===== config.mk =====
export PLATFORM = sky130hd
export DESIGN_NAME = cnn_layer_scheduler
export DESIGN_NICKNAME = d
export VERILOG_FILES = /design/src/rtl/cnn_layer_scheduler.sv
export SDC_FILE = /design/constraint.sdc
export NUM_CORES = 1
export LEC_CHECK = 0
export CORE_MARGIN = 2
export CORE_UTILIZATION = 41
export CTS_CLUSTER_DIAMETER = 80
export CTS_CLUSTER_SIZE = 30
export DETAILED_ROUTE_END_ITERATION = 6
export GPL_ROUTABILITY_DRIVEN = 1
export RECOVER_POWER = 25
export SYNTH_ARGS = -nofsm -noshare
export SYNTH_HDL_FRONTEND = slang
export SYNTH_SLANG_ARGS = --single-unit

===== constraint.sdc =====
create_clock -name clk -period 7.4 [get_ports clk]
set_input_delay 2.22 -clock clk [delete_from_list [all_inputs] [get_ports clk]]
set_output_delay 2.22 -clock clk [all_outputs]
set_load 0.005 [all_outputs]

===== src/rtl/cnn_layer_scheduler.sv =====
// Network-level scheduler for the CNN accelerator.
// Sequences layers, output channels and input channels.
module cnn_layer_scheduler #(
  parameter int NUM_LAYERS = 3,
  parameter int LW         = 2,
  parameter int ICW        = 4,
  parameter int OCW        = 6
) (
  input  logic           clk,
  input  logic           rst_n,
  input  logic           cfg_we,
  input  logic [LW-1:0]  cfg_layer,
  input  logic [ICW-1:0] cfg_ic,
  input  logic [OCW-1:0] cfg_oc,
  input  logic           cfg_pool,
  input  logic           start,
  input  logic           ld_ack,
  input  logic           conv_done,
  input  logic           pool_done,
  output logic           busy,
  output logic           done,
  output logic           ld_req,
  output logic           conv_start,
  output logic           acc_en,
  output logic           acc_clr,
  output logic           out_wr,
  output logic           pool_start,
  output logic [LW-1:0]  layer_idx,
  output logic [ICW-1:0] ic_idx,
  output logic [OCW-1:0] oc_idx
);

  localparam int NE = 1 << LW;

  localparam logic [3:0] S_IDLE      = 4'd0;
  localparam logic [3:0] S_LOAD      = 4'd1;
  localparam logic [3:0] S_CONV_GO   = 4'd2;
  localparam logic [3:0] S_CONV_WAIT = 4'd3;
  localparam logic [3:0] S_ACC       = 4'd4;
  localparam logic [3:0] S_WRITE     = 4'd5;
  localparam logic [3:0] S_POOL_GO   = 4'd6;
  localparam logic [3:0] S_POOL_WAIT = 4'd7;
  localparam logic [3:0] S_NEXT      = 4'd8;
  localparam logic [3:0] S_DONE      = 4'd9;

  localparam logic [LW-1:0] LAST_L = LW'(NUM_LAYERS - 1);

  logic [3:0]     state_q, state_d;
  logic [LW-1:0]  layer_q, layer_d;
  logic [ICW-1:0] ic_q, ic_d;
  logic [OCW-1:0] oc_q, oc_d;

  logic [ICW-1:0] ic_cfg_q [NE];
  logic [OCW-1:0] oc_cfg_q [NE];
  logic [NE-1:0]  pool_cfg_q;

  logic           cfg_ok;
  logic [ICW-1:0] ic_last;
  logic [OCW-1:0] oc_last;
  logic           pool_cur;

  assign cfg_ok = cfg_we && (state_q == S_IDLE)
               && (32'(cfg_layer) < NUM_LAYERS);

  assign ic_last  = ic_cfg_q[layer_q] - ICW'(1);
  assign oc_last  = oc_cfg_q[layer_q] - OCW'(1);
  assign pool_cur = pool_cfg_q[layer_q];

  // Per-layer config file; zero counts are stored as one.
  always_ff @(posedge clk or negedge rst_n) begin
    if (!rst_n) begin
      for (int i = 0; i < NE; i++) begin
        ic_cfg_q[i] <= ICW'(1);
        oc_cfg_q[i] <= OCW'(1);
      end
      pool_cfg_q <= '0;
    end else if (cfg_ok) begin
      ic_cfg_q[cfg_layer] <= (cfg_ic == '0) ? ICW'(1) : cfg_ic;
      oc_cfg_q[cfg_layer] <= (cfg_oc == '0) ? OCW'(1) : cfg_oc;
      pool_cfg_q[cfg_layer] <= cfg_pool;
    end
  end

  // Next-state and loop-index logic.
  always_comb begin
    state_d = state_q;
    layer_d = layer_q;
    ic_d    = ic_q;
    oc_d    = oc_q;
    unique case (state_q)
      S_IDLE: begin
        if (start) begin
          layer_d = '0;
          ic_d    = '0;
          oc_d    = '0;
          state_d = S_LOAD;
        end
      end
      S_LOAD: begin
        if (ld_ack) state_d = S_CONV_GO;
      end
      S_CONV_GO: state_d = S_CONV_WAIT;
      S_CONV_WAIT: begin
        if (conv_done) state_d = S_ACC;
      end
      S_ACC: begin
        if (ic_q == ic_last) begin
          state_d = S_WRITE;
        end else begin
          ic_d    = ic_q + ICW'(1);
          state_d = S_LOAD;
        end
      end
      S_WRITE: begin
        if (oc_q == oc_last) begin
          state_d = pool_cur ? S_POOL_GO : S_NEXT;
        end else begin
          oc_d    = oc_q + OCW'(1);
          ic_d    = '0;
          state_d = S_LOAD;
        end
      end
      S_POOL_GO: state_d = S_POOL_WAIT;
      S_POOL_WAIT: begin
        if (pool_done) state_d = S_NEXT;
      end
      S_NEXT: begin
        if (layer_q == LAST_L) begin
          state_d = S_DONE;
        end else begin
          layer_d = layer_q + LW'(1);
          ic_d    = '0;
          oc_d    = '0;
          state_d = S_LOAD;
        end
      end
      S_DONE: state_d = S_IDLE;
      default: state_d = S_IDLE;
    endcase
  end

  // State and index registers.
  always_ff @(posedge clk or negedge rst_n) begin
    if (!rst_n) begin
      state_q <= S_IDLE;
      layer_q <= '0;
      ic_q    <= '0;
      oc_q    <= '0;
    end else begin
      state_q <= state_d;
      layer_q <= layer_d;
      ic_q    <= ic_d;
      oc_q    <= oc_d;
    end
  end

  assign busy       = (state_q != S_IDLE);
  assign done       = (state_q == S_DONE);
  assign ld_req     = (state_q == S_LOAD);
  assign conv_start = (state_q == S_CONV_GO);
  assign acc_en     = (state_q == S_ACC);
  assign acc_clr    = (state_q == S_ACC) && (ic_q == '0);
  assign out_wr     = (state_q == S_WRITE);
  assign pool_start = (state_q == S_POOL_GO);
  assign layer_idx  = layer_q;
  assign ic_idx     = ic_q;
  assign oc_idx     = oc_q;

endmodule


Word level (Yosys, flattened, before mapping) --
Index checks and enable logic that the tools add are counted.
Storage, ports and cells: flip-flop bits (word level) 60, bits of input ports 20, output and inout bits 20, logic and storage cells 103
Operators by class: $add $sub $neg 5, $lt $le $gt $ge 7, equal/unequal tests 19, mux-type cells 40, bitwise logic cells 2, reductions and logical operators 17
Operator list (count):
- $mux W4 | 15
- $mux W6 | 7
- $pmux W4 S9 | 1
- $bwmux W24 | 1
- $pmux W6 S3 | 1
- $bwmux W16 | 1
- $eq A4 B3 Y1 const B | 4
- $pmux W4 S4 | 1
- $ne A2 B2 Y1 const B | 7
- $bmux W6 S2 | 1
- $demux W6 S2 | 1
- $logic_not A4 Y1 | 3
- $bmux W4 S2 | 1
- $demux W4 S2 | 1
- $eq A4 B2 Y1 const B | 2
- $eq A4 B4 Y1 const B | 2
- $reduce_and A4 Y1 | 2
- $reduce_bool A4 Y1 | 2
- $add A6 B1 Y6 const B | 1
- $eq A6 B6 Y1 | 1
- $ge A3 B3 Y1 const B | 2
- $logic_not A6 Y1 | 1
- $lt A2 B3 Y1 const B | 2
- $not A2 Y3 | 2
- 22 further kinds | 28

Depth between registers and ports, before layout --
depth after elaboration 8, gate-level depth with buffers 12, gate-level depth less buffers 10

Least setup slack after synthesis --
Ideal clock, no wire load.
path type reg-to-output, start register state_q[3], end output acc_clr, arrival time 1.278 ns, data required time 5.180 ns, setup slack 3.902 ns, stages on the path, launching flop included 5, buffers on the path 1, cells stage by stage dfrtp_1 -> nand2b_1 -> or3_1 -> clkbuf_1 -> nor4b_1
Between the ends: word-level cells in the longest chain between the ends 2
RTL lines:
- start, declared | line 48 | logic [3:0] state_q, state_d;
- start signal, assigned | line 150 | state_q <= state_d;
- $eq A4 B3 Y1 | line 162 | assign acc_clr = (state_q == S_ACC) && (ic_q == '0);
- $logic_and A1 B1 Y1 | line 162
- end, declared | line 25 | output logic acc_clr,
No other way between the ends.

==> summary.md <==
| Metric | Value |
|---|---|
| Top sig layer | met4 |
| Hold Path Class | reg -> reg |
| Async S/R FF share, synth | 100% |
| Critical Path AT | 4.58 ns |
| Starting Density | a little over two fifths |
| Die ar. | 8540 um2 |
| Met3 routed WL | approximately 260 um |
| Clock Latency Late Sink | 0.34 ns |
| CP cell instances | buf_2 -> clkbuf_1 |
| Leakage power | 1.56 nW |
| Synthesized area | 3210 um2 |
| Clock network power share | 22.3% |
| Sw Ratio | 33.4% |
| Die Ht | 92.4 um |
| Setup TNS | 0 ns |
| Total track usage | about 17% |
| EDFF count, synth | 0 |
| WHS Path Cells | 0 |
| Vias | 2222 |
| # DRC | 0 |
| Setup Slack @ Placement | 3.20 ns |
| CTS H-tree lvls | 3 |
| Reg-to-reg critical path endpoint | ic_idx[2] |
| Die X | 92.4 um |
| Syn nets | 309 |
| Clock sinks | 60 |
| Slowest cell on crit path | clkbuf_1 |
| Number of global-route vias before repair | roughly 2200 |
| Int Power | between 800 and 900 uW |
| PortBufs | 39 |
| Clock skew | 0.00804 ns |
| Setup ws final | 2.55 ns |
| Total Wirelength | 6670 um |
| Psw | 444 uW |
| Post-layout min period | slightly below 5 ns |
| Core Region | 7650 um2 |
| Drt wl/cell | ~16 um |
| Clk slew on worst S/H paths | about 0.070 ns |
| DRT met1 WL | ~3100 um |
| CTS max path bufs | 2 |
| Root buffer cell | clkbuf_8 |
| Met2 WL | around 3200 um |
| Area Growth Syn to Fin | 18.9% |
| Ant diodes | 0 |
| Placer Congestion | 0.816 |
| Power Density | 349 nW/um2 |
| Detail Placement HPWL | 4590 um |
| R2r setup slk | between 3 and 4 ns |
| Ys Warns | 0 |
| Mean Syn Cell Area | 11.3 um2 |
| Worst setup SP type | primary input |
| Top-level port count | 40 |
| Worst slew pin tran | roughly 3.2 ns |
| Post-Layout Cell Count | 417 |
| Initial DRC Count | 60 |
| Register area share after synthesis | 47.2% |
| Max cap viols | 1 |
| Max Fclk | 206 MHz |
| Worst VDD drop | around 0.00013 V |
| #FFs+latches synth | 60 |
| Placed Cells | 401 |
| Library cells used by synthesis | 51 |
| Layout cells sized above 1 | 23.8% |
| CTS Hold Buffers Added | 0 |
| Slew Viols, Final | 61 |
| First-pass GRT wire length | 11100 um |
| Largest net degree at the start of global routing | slightly above 60 |
| Post-DRT Antenna Nets | 0 |
| Worst path bufs/invs | 2 |
| RSZ-0062 raised after global routing | no |
| Max_slew headroom | -114% |
| Fin area | 3810 um2 |
| Dominant synthesized flop cell | dfrtp_1 |
| CP Capture Type | asynchronous set/reset pin |
| WS Path Type | in -> async |
| CTS Buf Count | 9 |
| Via density | approximately 5.3 |
| Setup violators final | 0 |
| Reg power frac | 40.1% |
| DRT Pass-1 Iters | 4 |
| Fill count | 699 |
| Hold_ws | 0.375 ns |
| Total power | 1.33 mW |
| R2r startpoint | layer_idx[0] |
| HP Start | oc_cfg_q[0] |
| CTS tree | yes |
| Num rows | 32 |
| Crit share post-route | 65.5% |
| Violated checks | capacitance limit, slew limit |
| Initial antenna violation count | 0 |
| Critical path data required time | 7.13 ns |
| Worst-path fanout max | 60 |
| Crit-path max cell delay | 2.26 ns |
| Gate power share | 37.5% |
| Hold Path Sink | oc_cfg_q[0] |
| Placed instance area | 3610 um2 |
| Post-CTS Repair Setup Buffers | 0 |
| Cell family with most CP delay | buffers and inverters |
| Net count, final | around 340 |
| Status | finished, violations left |
| Count of final hold-check violations | 0 |
| Post-cts sizing count | 0 |
| Cells after Synth | roughly 280 |
| Fin util | 49.8% |
| Remaining global-route overflow | 0 |
| CP Depth | 2 |
| Worst r2r path cells | 10 |
-- how the worst max path moves through the flow --
stage	from	to	slack [ns]
detailed placement	start	oc_idx[3]	3.20
CTS	state_q[3]	acc_clr	2.82
global route	rst_n	pool_cfg_q[1]	1.86
finish	rst_n	oc_cfg_q[17]	2.55
floorplan	state_q[3]	acc_clr	3.90
global placement	state_q[3]	acc_clr	3.23
-- layout by cell type (no fill, tap or decap), types with 3 or more instances in the layout --
| cell type | netlist | routed |
|---|---|---|
| nand2b_1 | 3 | 3 |
| o21a_1 | 3 | 3 |
| dfstp_2 | 8 | 6 |
| xnor2_1 | 9 | 9 |
| inv_1 | 11 | 11 |
| xor2_1 | 5 | 5 |
| o21ai_0 | 10 | 10 |
| dfrtp_1 | 52 | 52 |
| a21oi_1 | 10 | 10 |
| ha_1 | 6 | 6 |
| mux2_2 | 28 | 28 |
| o31ai_1 | 5 | 5 |
| or2_2 | 3 | 3 |
| nor3_1 | 10 | 10 |
| nor2b_1 | 5 | 5 |
| nand2_1 | 16 | 16 |
| nand3_1 | 6 | 6 |
| o21ai_2 | 4 | 4 |
| nor2_1 | 16 | 16 |
| mux4_2 | 11 | 11 |
| or3_1 | 6 | 6 |
| clkdlybuf4s50_1 | 0 | 38 |
| clkbuf_8 | 0 | 10 |
-- synthesized netlist by cell type (3+ instances only) --
| library cell | number | share of area (%) |
|---|---|---|
| dfrtp_1 | 52 | 41 |
| mux2_2 | 28 | 9.8 |
| clkbuf_1 | 17 | 2.0 |
| nand2_1 | 16 | 1.9 |
| nor2_1 | 16 | 1.9 |
| inv_1 | 11 | 1.3 |
| mux4_2 | 11 | 7.7 |
| a21oi_1 | 10 | 1.6 |
| nor3_1 | 10 | 1.6 |
| o21ai_0 | 10 | 1.6 |
| xnor2_1 | 9 | 2.5 |
| dfstp_2 | 8 | 6.6 |
| ha_1 | 6 | 2.3 |
| nand3_1 | 6 | 0.94 |
| or3_1 | 6 | 1.2 |
| nor2b_1 | 5 | 0.98 |
| o31ai_1 | 5 | 1.2 |
| xor2_1 | 5 | 1.4 |
| buf_2 | 4 | 0.62 |
| o21ai_2 | 4 | 1.1 |
| buf_6 | 3 | 1.1 |
| nand2b_1 | 3 | 0.59 |
| o21a_1 | 3 | 0.70 |
| or2_2 | 3 | 0.59 |
-- final cells by class --
| class | instances | area [um2] | area share (%) |
|---|---|---|---|
| clock buffers | 10 | 138 | 3.61 |
| clock inverters | 6 | 63.8 | 1.67 |
| inverters | 11 | 41.3 | 1.08 |
| multi-input cells | 187 | 1530 | 40.2 |
| flip-flops and latches | 60 | 1510 | 39.7 |
| well taps | 102 | 128 | 3.35 |
| repair buffers | 41 | 397 | 10.4 |
-- per-layer routing --
layer	vias up	global-route usage, %
met3	9	3.74
met1	1091	22.9
met5	-	0
met2	55	26.6
met4	0	7.46
li1	1067	-
-- logic make-up after synthesis --
family / count (synthesis) / synth area share, %
DFF: 60 / 47.2
adders and majority gates: 6 / 2.34
xor gates and xnor gates: 15 / 4.33
buffers and inverters: 36 / 5.07
AOI/OAI and AO/OA: 45 / 9.33
muxes: 40 / 17.9
and+or+nand+nor: 81 / 13.9
-- power by group through the flow --
stage	sequential [mW]	combinational, mW	clock (mW)
final	0.533	0.499	0.297
after global routing	0.551	0.556	0.323
after CTS	0.533	0.506	0.308
after detailed placement	0.539	0.503	0
after global placement	0.535	0.493	0
after floorplan	0.497	0.403	0
-- sequential cells by signal, summed over array words and instances (netlist names) --
name	count
layer_idx	2
state_q	4
oc_idx	6
oc_cfg_q	24
ic_cfg_q	16
pool_cfg_q	4
ic_idx	4
No activity file was read; power rests on OpenSTA's default activity.
